File: src/rtl/sram_fifo_pkg.sv
// Shared definitions for the SRAM-backed FIFO controller.
//   grant_e           : which side owned the single SRAM port most recently
//   SRAM_DATA_WIDTH   : word size of the generated sram_32_128_freepdk45 macro
//   SRAM_ADDR_WIDTH   : address width of that macro
//   OBUF_DEPTH        : entries in the output prefetch buffer
package sram_fifo_pkg;

  localparam int SRAM_DATA_WIDTH = 32;
  localparam int SRAM_ADDR_WIDTH = 7;
  localparam int OBUF_DEPTH      = 2;

  typedef enum logic {
    GRANT_READ  = 1'b0,
    GRANT_WRITE = 1'b1
  } grant_e;

endpackage

File: src/rtl/sram_fifo_obuf.sv
// Two-entry output register FIFO. Head entry drives the consumer directly.
//   clk, reset    : clock, async active-high reset
//   cap_valid_i   : SRAM read data is landing this cycle
//   cap_data_i    : the SRAM read data
//   pop_i         : consumer ready (only acts while the buffer is non-empty)
//   data_o        : head entry
//   valid_o       : buffer non-empty
//   count_o       : entries held (0..2)
module sram_fifo_obuf
  import sram_fifo_pkg::*;
#(
  parameter int DATA_WIDTH = SRAM_DATA_WIDTH
) (
  input  logic                  clk,
  input  logic                  reset,
  input  logic                  cap_valid_i,
  input  logic [DATA_WIDTH-1:0] cap_data_i,
  input  logic                  pop_i,
  output logic [DATA_WIDTH-1:0] data_o,
  output logic                  valid_o,
  output logic [1:0]            count_o
);

  logic [OBUF_DEPTH-1:0][DATA_WIDTH-1:0] ent_q, ent_d;
  logic [1:0] cnt_q, cnt_d;
  logic [1:0] slot;
  logic       pop;

  always_comb begin
    ent_d = ent_q;
    cnt_d = cnt_q;
    pop   = pop_i && (cnt_q != 2'd0);
    // Capture lands in the first free slot as seen after this cycle's pop.
    slot  = cnt_q - {1'b0, pop};
    if (pop) ent_d[0] = ent_q[1];
    if (cap_valid_i) begin
      if (slot == 2'd0) ent_d[0] = cap_data_i;
      else              ent_d[1] = cap_data_i;
    end
    cnt_d = cnt_q + {1'b0, cap_valid_i} - {1'b0, pop};
  end

  always_ff @(posedge clk or posedge reset) begin
    if (reset) begin
      ent_q <= '0;
      cnt_q <= 2'd0;
    end else begin
      ent_q <= ent_d;
      cnt_q <= cnt_d;
    end
  end

  assign data_o  = ent_q[0];
  assign valid_o = (cnt_q != 2'd0);
  assign count_o = cnt_q;

endmodule

File: src/rtl/sram_fifo_ctrl.sv
// Ready/valid FIFO controller over one single-port SRAM macro (1-cycle
// registered read). A 2-entry prefetch buffer hides the read latency and the
// single-port arbitration from the consumer.
//   clk, reset                  : clock (shared with SRAM clk0), async reset
//   push_valid/ready/data       : producer side
//   pop_valid/ready/data        : consumer side
//   count                       : words held (SRAM + in-flight + buffer)
//   sram_csb/web/addr/din/dout  : macro port 0
module sram_fifo_ctrl
  import sram_fifo_pkg::*;
#(
  parameter int DATA_WIDTH = SRAM_DATA_WIDTH,
  parameter int ADDR_WIDTH = SRAM_ADDR_WIDTH,
  parameter int DEPTH      = 1 << ADDR_WIDTH
) (
  input  logic                  clk,
  input  logic                  reset,
  input  logic                  push_valid,
  output logic                  push_ready,
  input  logic [DATA_WIDTH-1:0] push_data,
  output logic                  pop_valid,
  input  logic                  pop_ready,
  output logic [DATA_WIDTH-1:0] pop_data,
  output logic [ADDR_WIDTH+1:0] count,
  output logic                  sram_csb,
  output logic                  sram_web,
  output logic [ADDR_WIDTH-1:0] sram_addr,
  output logic [DATA_WIDTH-1:0] sram_din,
  input  logic [DATA_WIDTH-1:0] sram_dout
);

  localparam logic [ADDR_WIDTH:0] DEPTH_C = (ADDR_WIDTH+1)'(DEPTH);
  localparam logic [2:0]          OBUF_C  = 3'(OBUF_DEPTH);

  logic [ADDR_WIDTH-1:0] wr_ptr_q, wr_ptr_d, rd_ptr_q, rd_ptr_d;
  logic [ADDR_WIDTH:0]   mem_count_q, mem_count_d;
  logic                  inflight_q, inflight_d;
  grant_e                last_grant_q, last_grant_d;

  logic       not_full, wr_elig, rd_elig, wr_gnt, rd_gnt;
  logic [1:0] buf_cnt;

  assign not_full = (mem_count_q < DEPTH_C);
  // reset gates the producer so no write strobe escapes while held in reset.
  assign wr_elig  = !reset && push_valid && not_full;
  // Registered state only: the consumer's ready never feeds the SRAM port.
  assign rd_elig  = (mem_count_q != '0) &&
                    (({1'b0, buf_cnt} + {2'b0, inflight_q}) < OBUF_C);

  // Round-robin on contention: the side that did not win last time goes.
  assign rd_gnt = rd_elig && (!wr_elig || (last_grant_q == GRANT_WRITE));
  assign wr_gnt = wr_elig && !rd_gnt;

  assign push_ready = !reset && not_full && !rd_gnt;

  always_comb begin
    sram_csb  = 1'b1;
    sram_web  = 1'b1;
    sram_addr = '0;
    sram_din  = '0;
    if (wr_gnt) begin
      sram_csb  = 1'b0;
      sram_web  = 1'b0;
      sram_addr = wr_ptr_q;
      sram_din  = push_data;
    end else if (rd_gnt) begin
      sram_csb  = 1'b0;
      sram_addr = rd_ptr_q;
    end
  end

  always_comb begin
    wr_ptr_d     = wr_ptr_q + ADDR_WIDTH'(wr_gnt);
    rd_ptr_d     = rd_ptr_q + ADDR_WIDTH'(rd_gnt);
    mem_count_d  = mem_count_q + (ADDR_WIDTH+1)'(wr_gnt) - (ADDR_WIDTH+1)'(rd_gnt);
    inflight_d   = rd_gnt;
    last_grant_d = last_grant_q;
    if (rd_gnt)      last_grant_d = GRANT_READ;
    else if (wr_gnt) last_grant_d = GRANT_WRITE;
  end

  always_ff @(posedge clk or posedge reset) begin
    if (reset) begin
      wr_ptr_q     <= '0;
      rd_ptr_q     <= '0;
      mem_count_q  <= '0;
      inflight_q   <= 1'b0;
      last_grant_q <= GRANT_READ;
    end else begin
      wr_ptr_q     <= wr_ptr_d;
      rd_ptr_q     <= rd_ptr_d;
      mem_count_q  <= mem_count_d;
      inflight_q   <= inflight_d;
      last_grant_q <= last_grant_d;
    end
  end

  sram_fifo_obuf #(.DATA_WIDTH(DATA_WIDTH)) u_obuf (
    .clk         (clk),
    .reset       (reset),
    .cap_valid_i (inflight_q),
    .cap_data_i  (sram_dout),
    .pop_i       (pop_ready),
    .data_o      (pop_data),
    .valid_o     (pop_valid),
    .count_o     (buf_cnt)
  );

  assign count = (ADDR_WIDTH+2)'(mem_count_q) + (ADDR_WIDTH+2)'(inflight_q) +
                 (ADDR_WIDTH+2)'(buf_cnt);

endmodule

File: config.mk
export PLATFORM = sky130hd
export DESIGN_NAME = sram_fifo_ctrl
export DESIGN_NICKNAME = d
export VERILOG_FILES = /design/src/rtl/sram_fifo_pkg.sv /design/src/rtl/sram_fifo_obuf.sv /design/src/rtl/sram_fifo_ctrl.sv
export SDC_FILE = /design/constraint.sdc
export NUM_CORES = 1
export LEC_CHECK = 0
export ABC_AREA = 1
export CAP_MARGIN = 20
export CORE_MARGIN = 10
export CORE_UTILIZATION = 24
export DETAILED_ROUTE_END_ITERATION = 6
export GPL_TIMING_DRIVEN = 0
export PLACE_DENSITY = 0.55
export SETUP_SLACK_MARGIN = 0.15
export SLEW_MARGIN = 20
export SYNTH_ARGS = -nofsm -noshare
export SYNTH_HDL_FRONTEND = slang
export SYNTH_SLANG_ARGS = --single-unit
File: constraint.sdc
create_clock -name clk -period 21.1 [get_ports clk]
set_input_delay 6.33 -clock clk [delete_from_list [all_inputs] [get_ports clk]]
set_output_delay 6.33 -clock clk [all_outputs]
set_load 0.1 [all_outputs]
* Word level (Yosys, flattened, before mapping)
Cells that the tools add are included.
Word-level totals: flip-flop bits (word level) 90, input bits 68, output and inout port bits 84, word-level logic and storage cells 49
Operators by class: add/subtract/negate cells 10, magnitude comparators 2, multiplexer cells 11, bitwise gates (word level) 1, reduce and logical (&&, ||, !) cells 17
Operators with widths (count):
- $mux W32 | 4
- $add A7 B1 Y7 | 2
- $mux W7 | 2
- $add A8 B1 Y9 | 1
- $add A9 B2 Y9 | 1
- $add A8 B1 Y8 | 1
- $logic_and A1 B1 Y1 | 8
- $lt A8 B8 Y1 const B | 1
- $reduce_bool A8 Y1 | 1
- $sub A8 B1 Y8 | 1
- $mux W1 | 5
- $reduce_bool A2 Y1 | 2
- $sub A2 B1 Y2 | 2
- $add A2 B1 Y3 | 1
- $logic_not A1 Y1 | 3
- $lt A3 B2 Y1 const B | 1
- $add A2 B1 Y2 | 1
- $logic_not A2 Y1 | 1
- $reduce_and A2 Y1 | 1
- $logic_or A1 B1 Y1 | 1
- $not A1 Y1 | 1

* Depth between registers and ports, before layout
Gate-level depths: netlist of the first run.
depth in word-level cells 10, gate-level depth with buffers 15, gate-level depth less buffers 15

* By module
From an unflattened synthesis of the first run, not the netlist that was laid out.
Unflattened totals: cell total of the unflattened synthesis 718, area total of the unflattened synthesis 5612.9 um^2
Modules (own cells, without submodules):
- sram_fifo_obuf | times used 1, cells each 460, area an instance 3470.8 um^2, sequential area each 1651.6 um^2
- sram_fifo_ctrl | times used 1, cells each 258, area an instance 2142.1 um^2, sequential area each 600.6 um^2

* Least setup slack after synthesis of the first run
No wires, ideal clock.
path type input to output, start point in reset, end point out sram_din[10], arrival time 10481 ps, data required time 14770 ps, path slack 4289 ps, stages 6, buffers on the path 1, cells stage by stage inv_1 nand2_1 nor2_8 nand2_4 buf_6 nor2_1
Between the ends: longest elaborated chain between the ends 9
RTL lines:
- from (decl) | RTL line sram_fifo_ctrl.sv:17 | input logic reset,
- $logic_not A1 Y1 (no line) (*)
- $logic_and A1 B1 Y1 (*) (2 in a row) | RTL line sram_fifo_ctrl.sv:45 | assign wr_elig = !reset && push_valid && not_full;
- $logic_not A1 Y1 | RTL line sram_fifo_ctrl.sv:51 | assign rd_gnt = rd_elig && (!wr_elig || (last_grant_q == GRANT_WRITE));
- $logic_or A1 B1 Y1 | RTL line sram_fifo_ctrl.sv:51
- $logic_and A1 B1 Y1 | RTL line sram_fifo_ctrl.sv:51
- $logic_not A1 Y1 | RTL line sram_fifo_ctrl.sv:52 | assign wr_gnt = wr_elig && !rd_gnt;
- $logic_and A1 B1 Y1 (*) | RTL line sram_fifo_ctrl.sv:52
- $mux W32 (*) | RTL line sram_fifo_ctrl.sv:61 | if (wr_gnt) begin
- to (decl) | RTL line sram_fifo_ctrl.sv:28 | output logic [DATA_WIDTH-1:0] sram_din,
Every way passes the cells marked *; elsewhere a longest branch is shown, timed or not.

* Worst setup path after layout of the first run
start point in reset, end point out sram_din[17]
Same word-level chain as after synthesis.

==> flow_summary.ini, run 1 <==
[status]
status = completed

[placed_design]
place.gp.congestion = 0.766
portBuffers = 151
dp_hpwl_um = 10800

[drt]
vias = 4191
ant_nets = 0
routed_wl_um = 14000
first_pass_iters = 4
wl_per_cell_um = 13.3
drc = 0
drt_iter0_markers = 165
viasPerCell = 4.00

[synthesis]
netlist_area_sq_um = 5010
synth_compound_area_share_pct = 8.16
synthAdderAreaFrac_pct = 6.69
synth-seq-area-share_pct = 44.9
muxShareOfSynthArea_pct = 0
yosysWarnings = 0
synth_largest_area_cell = dfrtp_1
synth_edf_count = 0
synth_xor_area_share_pct = 3.32
synth_cell_types = 32
syn_nets = 702
synthTopCellsByArea = dfrtp_1 (45%), nand2_1 (11%), inv_1 (7.3%)
ys_ff_latch = 90
async_reset_ff_share_pct = 100
yosys.area_share.simple_pct = 21.4
synth_top_family_by_area = simple AND/OR/NAND/NOR gates
post-synth-top-area-fraction_pct = 44.9
synth-main-ff-cell = dfrtp_1
avgSynthCellArea_sq_um = 8.23
synthCells = 609

[clock_network]
numCtsBuffers = 9
clock_path_buffers = 2
h-tree-depth = 3
cts_tree = done
holdBufCountCts = 0
clockRootBuffer = clkbuf_16
path_clk_slew_ps = 60
cts_resized = 0
postCtsSetupRepairBufs = 0
clock_latency_ps = 350
cts.sinks = 90

[timing]
maxSlewViolCount = 0
min_period_over_period_pct = 73.5
whs_ps = 469
slew_headroom_pct = 29.4
skew_ps = 9.11
tightest_slew_ps = 1060
tns_ps = 0
setup-violations-final = 0
fin_crit_ps = 15510
hold_viol_final = 0
rsz0062_at_grt = false
max_freq_ghz = 0.0645

[grt]
grt_usage_pct = 10.4
grt_pass1_vias = 4233
grt_pass1_wl_um = 22300
grt_overflow = 0
grt_max_degree = 48
globalRouteMet1Util_pct = 12.5
busiest_layer = met2
grt_util_met2_pct = 17.6
met3_usage_pct = 3.31
antenna_found_initial = 1

[worst_setup_path]
cpMaxStageDelayCell = clkdlybuf4s50_1
crit_chain = clkdlybuf4s50_1 -> inv_6 -> nand2_1 -> nor2_8 -> nand2_4 -> buf_6 -> nor2_1 -> clkdlybuf4s50_1
cp_top_family = buffers and inverters
worstReg2RegStart = mem_count_q[7]
required_ps = 14770
startpoint_type = primary input
cp_common_cell = clkdlybuf4s50_1
worstSetupPathType = primary input to output port
slowest_delay_ps = 1150
crit_arrival_ps = 9180
path_max_fanout = 47
path_buf_inv = 4
endpoint_kind = output port
crit_start = reset

[floorplan]
die_height_um = 165
ioPinCount = 152
dieArea_sq_um = 27100
die_w_um = 165
rows = 52
start_util_pct = 24.6
coreArea_sq_um = 20400

[finish]
seqCellArea_sq_um = 2250
drive_above_1_share_pct = 11.7
nNetsFinal = 865
multi_input_area_sq_um = 1980
syn_to_final_growth_pct = 43.8
fillers = 2137

[worst_hold_path]
hold_path.startpoint = rd_ptr_q[6]
worstHoldPathType = register to register

[run]
maxCapViolCount = 0
area by class of cell:
type | instances | area share [%]
flip-flops and latches | 90 | 31.2
multi-input cells | 365 | 27.5
repair buffers | 152 | 21.3
plain buffers | 54 | 5.47
inverters | 100 | 5.40
well taps | 270 | 4.69
clock buffers | 10 | 3.31
clock inverters | 6 | 1.02
diodes | 1 | 0.0347
metrics by stage:
| stage | utilization, % | setup WS (ps) | cell area [sq um] | std cells |
|---|---|---|---|---|
| 2_1_floorplan | - | 4290 | 5010 | 609 |
| 3_3_place_gp | 33.7 | 2580 | 6860 | 1030 |
| 3_5_place_dp | 33.9 | 5490 | 6890 | 1031 |
| 4_1_cts | 35.4 | 5490 | 7210 | 1047 |
| 5_1_grt | 35.4 | 5380 | 7210 | 1047 |
| 6_report | 35.4 | 5590 | 7210 | 1048 |
synthesized netlist by cell type (2+ instances only):
master,instances
nand3_1,19
buf_6,6
ha_1,22
nand2_4,3
o21ai_0,31
nor2_1,64
a31oi_1,32
dfrtp_1,90
nor2_2,11
nor3_1,2
o21ai_1,2
nand3_2,2
buf_4,32
fa_1,3
inv_1,97
and2_1,2
buf_2,12
xor2_1,16
xnor2_1,3
nand2_1,142
clkbuf_1,3
a21oi_1,4
nand4_1,2
worst paths after layout:
kind	to	slack (ps)	cells after the start
max	sram_din[17]	5590	8
min	rd_ptr_q[6]	470	1
max reg2reg	mem_count_q[6]	18590	14
min reg2reg	rd_ptr_q[6]	470	1
max in group asynchronous	u_obuf.data_o[30]	14100	3
min in group asynchronous	mem_count_q[0]	6410	2
per-layer routing:
layer	vias up	routed length, um
met5	-	0
met4	0	134
met3	10	882
met2	82	6780
met1	1924	6170
li1	2175	-
kinds of logic (layout without fill, tap and decap cells):
| family | after synthesis | count (layout) |
|---|---|---|
| compound gates | 71 | 71 |
| flops | 90 | 90 |
| xor+xnor | 19 | 19 |
| other cells | 0 | 1 |
| fa+ha+maj | 25 | 25 |
| simple gates | 250 | 250 |
| buf+inv | 154 | 322 |
sequential cells by signal, indices dropped and copies added, names as in the netlist:
signal and count:
u_obuf.data_o 32, u_obuf.ent_q 32, mem_count_q 8, rd_ptr_q 7, wr_ptr_q 7, u_obuf.count_o 2, inflight_q 1, last_grant_q 1
cells in the final DEF, fill, tap and decap left out, types with 2 or more instances in the layout:
master and n:
clkdlybuf4s50_1 151, nand2_1 142, inv_1 96, dfrtp_1 90, nor2_1 64, a31oi_1 32, buf_4 32, o21ai_0 31
ha_1 22, nand3_1 19, xor2_1 16, buf_2 12, nor2_2 11, clkbuf_16 9, buf_6 6, a21oi_1 4
nand2_4 3, xnor2_1 3, inv_8 3, clkbuf_1 3, fa_1 3, nand3_2 2, nor3_1 2, and2_1 2
clkinv_2 2, nand4_1 2, o21ai_1 2
worst reg2reg max path, cell delays in order, from the launching register on:
cell	delay, ps
dfrtp_1	510
inv_1	130
ha_1	150
nand2_1	50
nor2_1	80
nand2_1	100
and2_1	170
nor2_1	150
inv_1	70
ha_1	220
fa_1	440
nand4_1	140
nand3_1	80
nand2_1	60
nand2_1	40
Power of run 1 is left out: the tool's default activity adds up to more than one toggle a clock period on the data nets, which glitch-free logic cannot reach.
==> run 2: changes to the inputs <==
==> constraint.sdc (replaced) <==
create_clock -name clk -period 15.6 [get_ports clk]
set_input_delay 4.68 -clock clk [delete_from_list [all_inputs] [get_ports clk]]
set_output_delay 4.68 -clock clk [all_outputs]
set_load 0.1 [all_outputs]
==> results of run 2 <==
The final DEF is identical to that of run 1. Status: completed.
Among the figures that moved: setup slack after placement 5490 ps -> 3290 ps; setup slack after layout 5590 ps -> 3390 ps; register-to-register setup slack 18590 ps -> 13090 ps
Power of run 2 is left out for the same reason.
